File: config.mk
export PLATFORM = sky130hd
export DESIGN_NAME = lif_membrane_update
export DESIGN_NICKNAME = d
export VERILOG_FILES = /design/src/rtl/lif_membrane_update.sv
export SDC_FILE = /design/constraint.sdc
export NUM_CORES = 1
export LEC_CHECK = 0
export CORE_MARGIN = 8
export CORE_UTILIZATION = 50
export CTS_BUF_LIST = sky130_fd_sc_hd__clkbuf_16
export DETAILED_ROUTE_END_ITERATION = 7
export PLACE_DENSITY = 0.81
export SLEW_MARGIN = 20
export SYNTH_ARGS = -nofsm -noshare
export SYNTH_HDL_FRONTEND = slang
export SYNTH_SLANG_ARGS = --single-unit
File: constraint.sdc
create_clock -name clk -period 3.29 [get_ports clk]
set_input_delay 0.329 -clock clk [delete_from_list [all_inputs] [get_ports clk]]
set_output_delay 0.329 -clock clk [all_outputs]
set_load 0.01 [all_outputs]
File: src/rtl/lif_membrane_update.sv
// LIF membrane potential stage: leak, integrate with saturation,
// reset-on-spike and refractory hold, paired with an external spike generator.
module lif_membrane_update #(
  parameter int n_stage    = 2,
  parameter int LEAK_SHIFT = 1,
  parameter int REFRAC     = 2
) (
  input  logic                 clk,
  input  logic                 reset,
  input  logic                 en_step,
  input  logic [n_stage+1:0]   current_in,
  input  logic [n_stage+1:0]   theta,
  input  logic                 is_spike,
  output logic [n_stage+1:0]   u,
  output logic [n_stage+1:0]   minus_teta,
  output logic                 spike_out,
  output logic                 refractory
);

  localparam int W = n_stage + 2;

  localparam logic [0:0] INTEGRATE  = 1'b0;
  localparam logic [0:0] REFRACTORY = 1'b1;

  localparam logic [7:0] REF_CNT = 8'(REFRAC);
  localparam logic [W:0] U_MAX   = {1'b0, {W{1'b1}}};

  logic [0:0]   state;
  logic [7:0]   cnt;
  logic [W-1:0] leak;
  logic [W:0]   raw;
  logic [W-1:0] u_next;

  // theta=0 maps to 0, so the generator never carries and never fires
  assign minus_teta = ~theta + W'(1);
  assign refractory = (state == REFRACTORY);

  assign leak   = u >> LEAK_SHIFT;
  assign raw    = {1'b0, u} - {1'b0, leak} + {1'b0, current_in};
  assign u_next = raw[W] ? U_MAX[W-1:0] : raw[W-1:0];

  always_ff @(posedge clk) begin
    if (reset) begin
      u         <= '0;
      spike_out <= 1'b0;
      state     <= INTEGRATE;
      cnt       <= '0;
    end else begin
      spike_out <= 1'b0;
      if (en_step) begin
        unique case (state)
          INTEGRATE: begin
            if (is_spike) begin
              u         <= '0;
              spike_out <= 1'b1;
              if (REFRAC > 0) begin
                cnt   <= REF_CNT;
                state <= REFRACTORY;
              end
            end else begin
              u <= u_next;
            end
          end
          REFRACTORY: begin
            u <= '0;
            if (cnt == 8'd1) begin
              cnt   <= '0;
              state <= INTEGRATE;
            end else begin
              cnt <= cnt - 8'd1;
            end
          end
          default: begin
            state <= INTEGRATE;
            cnt   <= '0;
          end
        endcase
      end
    end
  end

endmodule

**After elaboration in Yosys (flattened, before gate mapping)**

Cells that the tools add are included.

- Equal/unequal tests: 2
- Reduce and logical (&&, ||, !) cells: 2
- Multiplexer cells: 9
- Add/sub/neg operators: 4
- Bitwise operators: 3

Operators with widths:

| cell | count |
|---|---|
| 2-to-1 mux 8 bit | 2 |
| case mux 8 bit (2 select lines) | 1 |
| equality test 8 x 1 -> 1 bit, second input constant | 1 |
| 2-to-1 mux 4 bit | 2 |
| case mux 4 bit (2 select lines) | 1 |
| subtractor 8 x 1 -> 8 bit, second input constant | 1 |
| adder 5 x 4 -> 5 bit | 1 |
| subtractor 4 x 3 -> 5 bit | 1 |
| adder 4 x 1 -> 4 bit, second input constant | 1 |
| NOT 4 bit | 1 |
| OR reduction 3 bit | 1 |
| 2-to-1 mux 1 bit | 2 |
| inequality test 2 bit, second input constant | 1 |
| NOT 1 bit | 2 |
| case mux 1 bit (2 select lines) | 1 |
| AND reduction 2 bit | 1 |

- Bits in registers: 14
- Input bits: 12
- Word-level logic and storage cells: 24

**Longest topological paths before layout**

Gate-level depths: netlist of the first run.

- Word-level depth: 5
- Gate-level depth with buffers: 9
- Mapped depth without buffers: 9

**Least setup slack after synthesis of the first run**

No wires, ideal clock.

- Path type: register -> register
- Start: reg u[2]
- End: reg u[0]
- Slack: 1.055 ns
- Library setup time: 0.122 ns
- Clock period less this slack: 2.235 ns
- Data required time: 3.168 ns
- Path buffers: 0
- Arrival: 2.113 ns
- Cell stages (with the launch flop): 8
- Cells stage by stage: dfxtp_1 -> inv_1 -> fa_1 -> fa_1 -> a21o_1 -> a21oi_2 -> mux2i_2 -> a221o_1

- Word-level cells in the longest chain between the ends: 5

RTL lines:

| item | line | RTL |
|---|---|---|
| from (decl) | 14 | `output logic [n_stage+1:0] u,` |
| from (signal assigned) | 61 | `u <= u_next;` |
| subtractor 4 x 3 -> 5 bit | 39 | `assign raw = {1'b0, u} - {1'b0, leak} + {1'b0, current_in};` |
| adder 5 x 4 -> 5 bit | 39 |  |
| 2-to-1 mux 4 bit | 40 | `assign u_next = raw[W] ? U_MAX[W-1:0] : raw[W-1:0];` |
| 2-to-1 mux 4 bit | 53 | `if (is_spike) begin` |
| case mux 4 bit (2 select lines) | 51 | `unique case (state)` |

No other way between the ends.
A chain may end at the register's enable or synchronous reset.

**Worst setup path in the final report of the first run**

- Start: in current_in[1]
- End: reg u[0]

- Word-level cells in the longest chain between the ends: 4

RTL lines:

| item | line | RTL |
|---|---|---|
| from (decl) | 11 | `input logic [n_stage+1:0] current_in,` |
| adder 5 x 4 -> 5 bit | 39 |  |
| 2-to-1 mux 4 bit | 40 |  |
| 2-to-1 mux 4 bit | 53 |  |
| case mux 4 bit (2 select lines) | 51 |  |

No other way between the ends.

==> impl_metrics.yaml, run 1 <==
run_status:
  status: "finished clean"
cells_and_area:
  layout_common_cells: "21 x clkdlybuf4s50_1, 14 x dfxtp_1, 12 x inv_1"
  n_antenna_cell: 0
  syn_to_final_growth_pct: 34.9
  drive_gt1_frac: 0.0862
  fillCellCount: 123
  layout_commonest_cell: "clkdlybuf4s50_1"
  nets: 141
power_and_ir_drop:
  max-vdd-ir-drop_v: 0.000599
  p_leak_nw: 0.505
  power.density_nw_per_um2: 725
  total_power_w: 0.000876
timing:
  period_needed_ns: 2.40
  rsz0062_at_grt: "no"
  relSlewSlack: 0.725
  finalSetupViolations: 0
  drv_slew: 0
  min_period_over_period: 0.730
  worstMarginPinSlew_ns: 0.411
  skew_ns: 0.00130
  clock.fmax_ghz: 0.416
  hold_violations: 0
  fin_tns_setup_ns: 0
floorplan:
  die-area_um2: 3400
  start_util: 0.525
  die_y_um: 58.3
  pin_count: 22
  die_w_um: 58.3
  row_count: 15
  coreArea_um2: 1710
placed_design:
  gp_congestion: 0.824
  portBuffers: 21
  dp_hpwl_mm: 1.44
clock_network:
  htreeDepth: 1
  cts.sinks: 14
  cts_tree: "yes"
  clk_path_buf_depth: 2
  cts_made_buffers: 3
  cts_setup_buffers: 0
  root_buffer: "clkbuf_16"
  cts.clk_slew.worst_paths_ns: 0.05
  cts_resized: 0
  insertion_delay_ns: 0.24
  hold_buffers: 0
global_routing:
  track_usage: 0.117
  grt_pass1_wl_mm: 3.16
  grt_pass1_vias: 693
  grt_max_degree: 9
  grt_overflow_total: 0
  antenna_found_initial: 0
critical_path:
  critPathRequiredTime_ns: 3.48
  critPathKind: "in -> reg"
  start_kind: "input port"
  cp.arrival_ns: 2.59
  worstPathMaxFanout: 4
  end_kind: "register"
route:
  firstDrtPassIters: 5
  drcViolationCount: 0
  num_vias: 716
  drtIter0Drc: 9
  via_per_inst: 5.08
  route.detailed.wl_per_inst_um: 12.8
  ant_nets: 0
  drt-total-wl_mm: 1.81
job:
  maxCapViolCount: 0
hold_path:
  hp-class: "reg -> reg"
yosys:
  syn_inst: 92
  synth_cell_types: 29
  seq_area_frac_synth: 0.313
  synth_seq_cells: 14
  syn_avg_cell_area_um2: 9.74
  syn_area_um2: 896
  yosys_warnings: 0
  syn_nets: 116
[synth_stat cells]
library cell / number / share of area
o211ai_2: 1 / 0.014
mux2i_2: 1 / 0.015
a221o_1: 3 / 0.034
nor2_1: 11 / 0.046
xor2_1: 5 / 0.049
nand2b_1: 3 / 0.021
nand3_1: 2 / 0.011
nand2_1: 3 / 0.013
a211o_1: 1 / 0.0098
mux2i_1: 1 / 0.011
xnor2_1: 5 / 0.049
a31oi_2: 1 / 0.014
nor3b_1: 1 / 0.0084
nor4b_4: 1 / 0.027
o21a_2: 1 / 0.0098
a21o_1: 2 / 0.017
inv_1: 12 / 0.050
dfxtp_1: 14 / 0.31
a21oi_2: 1 / 0.0098
a21oi_1: 1 / 0.0056
nor4b_2: 1 / 0.017
fa_1: 3 / 0.067
a31o_1: 1 / 0.0098
nor3_1: 4 / 0.022
nand4_1: 1 / 0.0070
ha_1: 9 / 0.13
buf_4: 1 / 0.0084
nor4_1: 1 / 0.0070
a311oi_1: 1 / 0.0098
[power by group]
| group | leakage [nW] | total [W] | internal, W | switching (W) |
|---|---|---|---|---|
| clock network | 0.0385 | 0.000227 | 0.000160 | 0.0000669 |
| registers | 0.115 | 0.000240 | 0.000203 | 0.0000364 |
| logic | 0.351 | 0.000409 | 0.000218 | 0.000191 |
| total | 0.505 | 0.000876 | 0.000582 | 0.000294 |
[layout make-up]
| cell class | count | area [um^2] | share of cell area |
|---|---|---|---|
| clock buffer | 3 | 75.1 | 0.0621 |
| clock inverter | 1 | 3.75 | 0.00311 |
| inverter | 12 | 45.0 | 0.0373 |
| timing repair buffer | 21 | 210 | 0.174 |
| tap | 25 | 31.3 | 0.0259 |
| multi-input combinational | 65 | 563 | 0.466 |
| sequential | 14 | 280 | 0.232 |
[per-layer routing]
| layer | part of all wire | up-vias | global-route usage |
|---|---|---|---|
| li1 | - | 362 | - |
| met1 | 0.47 | 331 | 0.136 |
| met2 | 0.45 | 21 | 0.184 |
| met3 | 0.072 | 2 | 0.0565 |
| met5 | 0 | - | 0 |
| met4 | 0.0061 | 0 | 0.0315 |
[final timing paths]
check / startpoint / end / slack, ns / cells after the start
min reg2reg: cnt[1]$_SDFFE_PP0P_ / cnt[1]$_SDFFE_PP0P_ / 0.51 / 2
max: current_in[1] / u[0]$_SDFFE_PP0P_ / 0.89 / 7
min: cnt[1]$_SDFFE_PP0P_ / cnt[1]$_SDFFE_PP0P_ / 0.51 / 2
max reg2reg: u[2]$_SDFFE_PP0P_ / u[0]$_SDFFE_PP0P_ / 0.98 / 7
[stage by stage]
stage	area [um^2]	hold WS, ns	setup slack, ns	instances	utilization
floorplan	896	0.407	1.06	92	-
global placement	1130	0.491	0.688	137	0.662
detailed placement	1130	0.501	0.620	137	0.662
CTS	1210	0.507	0.892	141	0.708
global route	1210	0.553	0.771	141	0.708
finish	1210	0.507	0.888	141	0.708
[worst max-delay path: stages]
cell and delay, ns:
clkdlybuf4s50_1 0.43, fa_1 0.54, fa_1 0.48, a21o_1 0.21, a21oi_2 0.16, mux2i_2 0.29, a221o_1 0.14
[logic make-up (layout without fill, tap and decap cells)]
| kind of cell | count (synthesis) | after routing | share of synthesized area |
|---|---|---|---|
| AND/OR/NAND/NOR | 28 | 28 | 0.179 |
| flip-flops | 14 | 14 | 0.313 |
| AO/OA/AOI/OAI | 13 | 13 | 0.133 |
| buffers and inverters | 13 | 37 | 0.0587 |
| adder cells (fa/ha/maj) | 12 | 12 | 0.193 |
| XOR/XNOR | 10 | 10 | 0.0978 |
| multiplexers | 2 | 2 | 0.0265 |
[flip-flops by register name, indices dropped and copies added (netlist names)]
name        flops
spike_out       1
refractory      1
u               4
cnt             8
No activity file was read; power rests on OpenSTA's default activity.
==> run 2: changes to the inputs <==
Settings changed: CORE_UTILIZATION 50 to 43, PLACE_DENSITY 0.81 to 0.74.
Clock period 3.29 ns to 2.1 ns, I/O delays scaled along.
==> impl_metrics.yaml, run 2 (synthesized netlist as in run 1, its figures left out) <==
run_status:
  status: "finished, violations left"
  failed_checks: "negative setup slack"
critical_path:
  rr_startpoint: "u[2]$_SDFFE_PP0P_"
  cp_cell_sequence: "inv_2 -> fa_1 -> fa_2 -> a21o_1 -> a21oi_2 -> mux2i_2 -> a221o_1"
  ff2ff_setup_slack_ns: -0.01
  cp_slowest_stage_delay_ns: 0.49
  start_kind: "register"
  cp_slowest_cell: "fa_1"
  cp.arrival_ns: 2.29
  timing.rr.end: "u[2]$_SDFFE_PP0P_"
  worstPathMaxFanout: 4
  end_kind: "register"
  reg2reg_depth: 7
  endpoint: "u[2]$_SDFFE_PP0P_"
  critPathKind: "reg -> reg"
  crit_start: "u[2]$_SDFFE_PP0P_"
  critPathRequiredTime_ns: 2.28
cells_and_area:
  syn_to_final_growth_pct: 48.7
  drive_gt1_frac: 0.242
  nets: 149
  fillCellCount: 168
  multiInputGateArea_um2: 619
  n_antenna_cell: 0
  largest_reg_flops: 8
  top_regs: "cnt: 8 flops, u: 4 flops"
  layout_commonest_cell: "clkdlybuf4s50_1"
  regMostFlops: "cnt"
  ff_latch_area_um2: 287
  stdcell_count: 151
  layout_common_cells: "20 x clkdlybuf4s50_1, 11 x nor2_1, 11 x dfxtp_1"
floorplan:
  start_util: 0.457
  pin_count: 22
  die_y_um: 61.6
  die-area_um2: 3800
  die_w_um: 61.6
  coreArea_um2: 1960
  row_count: 16
timing:
  whs_ns: 0.518
  finalSetupViolations: 3
  hold_violations: 0
  clock.fmax_ghz: 0.474
  rsz0062_at_grt: "yes"
  skew_ns: 0.00287
  relSlewSlack: 0.726
  min_period_over_period: 1.01
  fin_ws_ns: -0.0116
  period_needed_ns: 2.11
  worstMarginPinSlew_ns: 0.410
  drv_slew: 0
power_and_ir_drop:
  max-vdd-ir-drop_v: 0.000663
  p_leak_nw: 0.546
  p_int_w: 0.00111
  switching_share: 0.339
  seq_power_share: 0.226
  power.density_nw_per_um2: 1260
  clkPwrFrac: 0.213
  power_switching_w: 0.000569
  pwr-share-comb: 0.562
clock_network:
  htreeDepth: 1
  cts_tree: "yes"
  insertion_delay_ns: 0.24
  cts.sinks: 14
  root_buffer: "clkbuf_16"
  cts_made_buffers: 3
  cts.clk_slew.worst_paths_ns: 0.05
  clk_path_buf_depth: 2
route:
  route.detailed.wl_per_inst_um: 13.5
  via_per_inst: 4.88
  drtIter0Drc: 10
  firstDrtPassIters: 2
  drcViolationCount: 0
  ant_nets: 0
  drt-total-wl_mm: 2.04
  num_vias: 737
global_routing:
  grt_pass1_vias: 762
  grt_pass1_wl_mm: 3.53
  track_usage: 0.122
  grt_overflow_total: 0
  antenna_found_initial: 0
  grt_max_degree: 9
placed_design:
  dp_hpwl_mm: 1.56
  place_inst: 144
  pre_cts_ws_ns: -0.310
  gp_congestion: 0.765
  portBuffers: 21
job:
  maxCapViolCount: 0
hold_path:
  hp-class: "reg -> reg"
## run 2: layout make-up
type / count / share of cell area
Sequential cell: 14 / 0.215
Inverter: 12 / 0.0338
Tap cell: 27 / 0.0254
Multi-Input combinational cell: 65 / 0.465
Clock buffer: 3 / 0.0563
Clock inverter: 1 / 0.00282
Timing Repair Buffer: 29 / 0.202
## run 2: worst max-delay path: cells and delay by family, from the launching register on
kind                     cells  cell delay, ns
adder cells (fa/ha/maj)      2            0.85
AO/OA/AOI/OAI                3            0.50
flip-flops                   1            0.34
multiplexers                 1            0.31
buffers and inverters        1            0.04
## run 2: worst min-delay path by stage
stage	cells past startpoint	slack, ns	from	endpoint
6_report	2	0.52	cnt[1]$_SDFFE_PP0P_	cnt[1]$_SDFFE_PP0P_
5_1_grt	2	0.52	cnt[1]$_SDFFE_PP0P_	cnt[1]$_SDFFE_PP0P_
4_1_cts	2	0.52	cnt[1]$_SDFFE_PP0P_	cnt[1]$_SDFFE_PP0P_
3_5_place_dp	2	0.50	cnt[1]$_SDFFE_PP0P_	cnt[1]$_SDFFE_PP0P_
3_3_place_gp	2	0.50	cnt[7]$_SDFFE_PP0P_	cnt[7]$_SDFFE_PP0P_
2_1_floorplan	1	0.29	reset	cnt[1]$_SDFFE_PP0P_
## run 2: power groups by stage
stage | logic [W] | clock network [W] | registers [W]
floorplan | 0.000448 | 0 | 0.000390
global placement | 0.000706 | 0 | 0.000374
detailed placement | 0.000728 | 0 | 0.000376
CTS | 0.000782 | 0.000359 | 0.000374
global route | 0.00103 | 0.000378 | 0.000385
finish | 0.000941 | 0.000357 | 0.000378
## run 2: stage by stage
stage	TNS (ns)	instance area, um^2	total power (W)	util
2_1_floorplan	0	905	0.000838	-
3_3_place_gp	-0.951	1180	0.00108	0.601
3_5_place_dp	-1.18	1180	0.00110	0.601
4_1_cts	-0.0134	1270	0.00152	0.649
5_1_grt	-0.285	1330	0.00179	0.679
6_report	-0.0144	1330	0.00168	0.679
## run 2: metal layers
metal / vias to the layer above / GRT usage / routed length, um / part of all wire
li1: 378 / - / - / -
met1: 346 / 0.125 / 789 / 0.39
met2: 9 / 0.235 / 1150 / 0.57
met3: 4 / 0.0355 / 77 / 0.038
met4: 0 / 0.0292 / 17 / 0.0083
met5: - / 0 / 0 / 0
## run 2: timing repair
action	CTS	global route
hold buffers	0	0
setup endpoints to repair	4	4
setup buffers	2	1
pin swaps	6	9
gates resized for setup	3	7
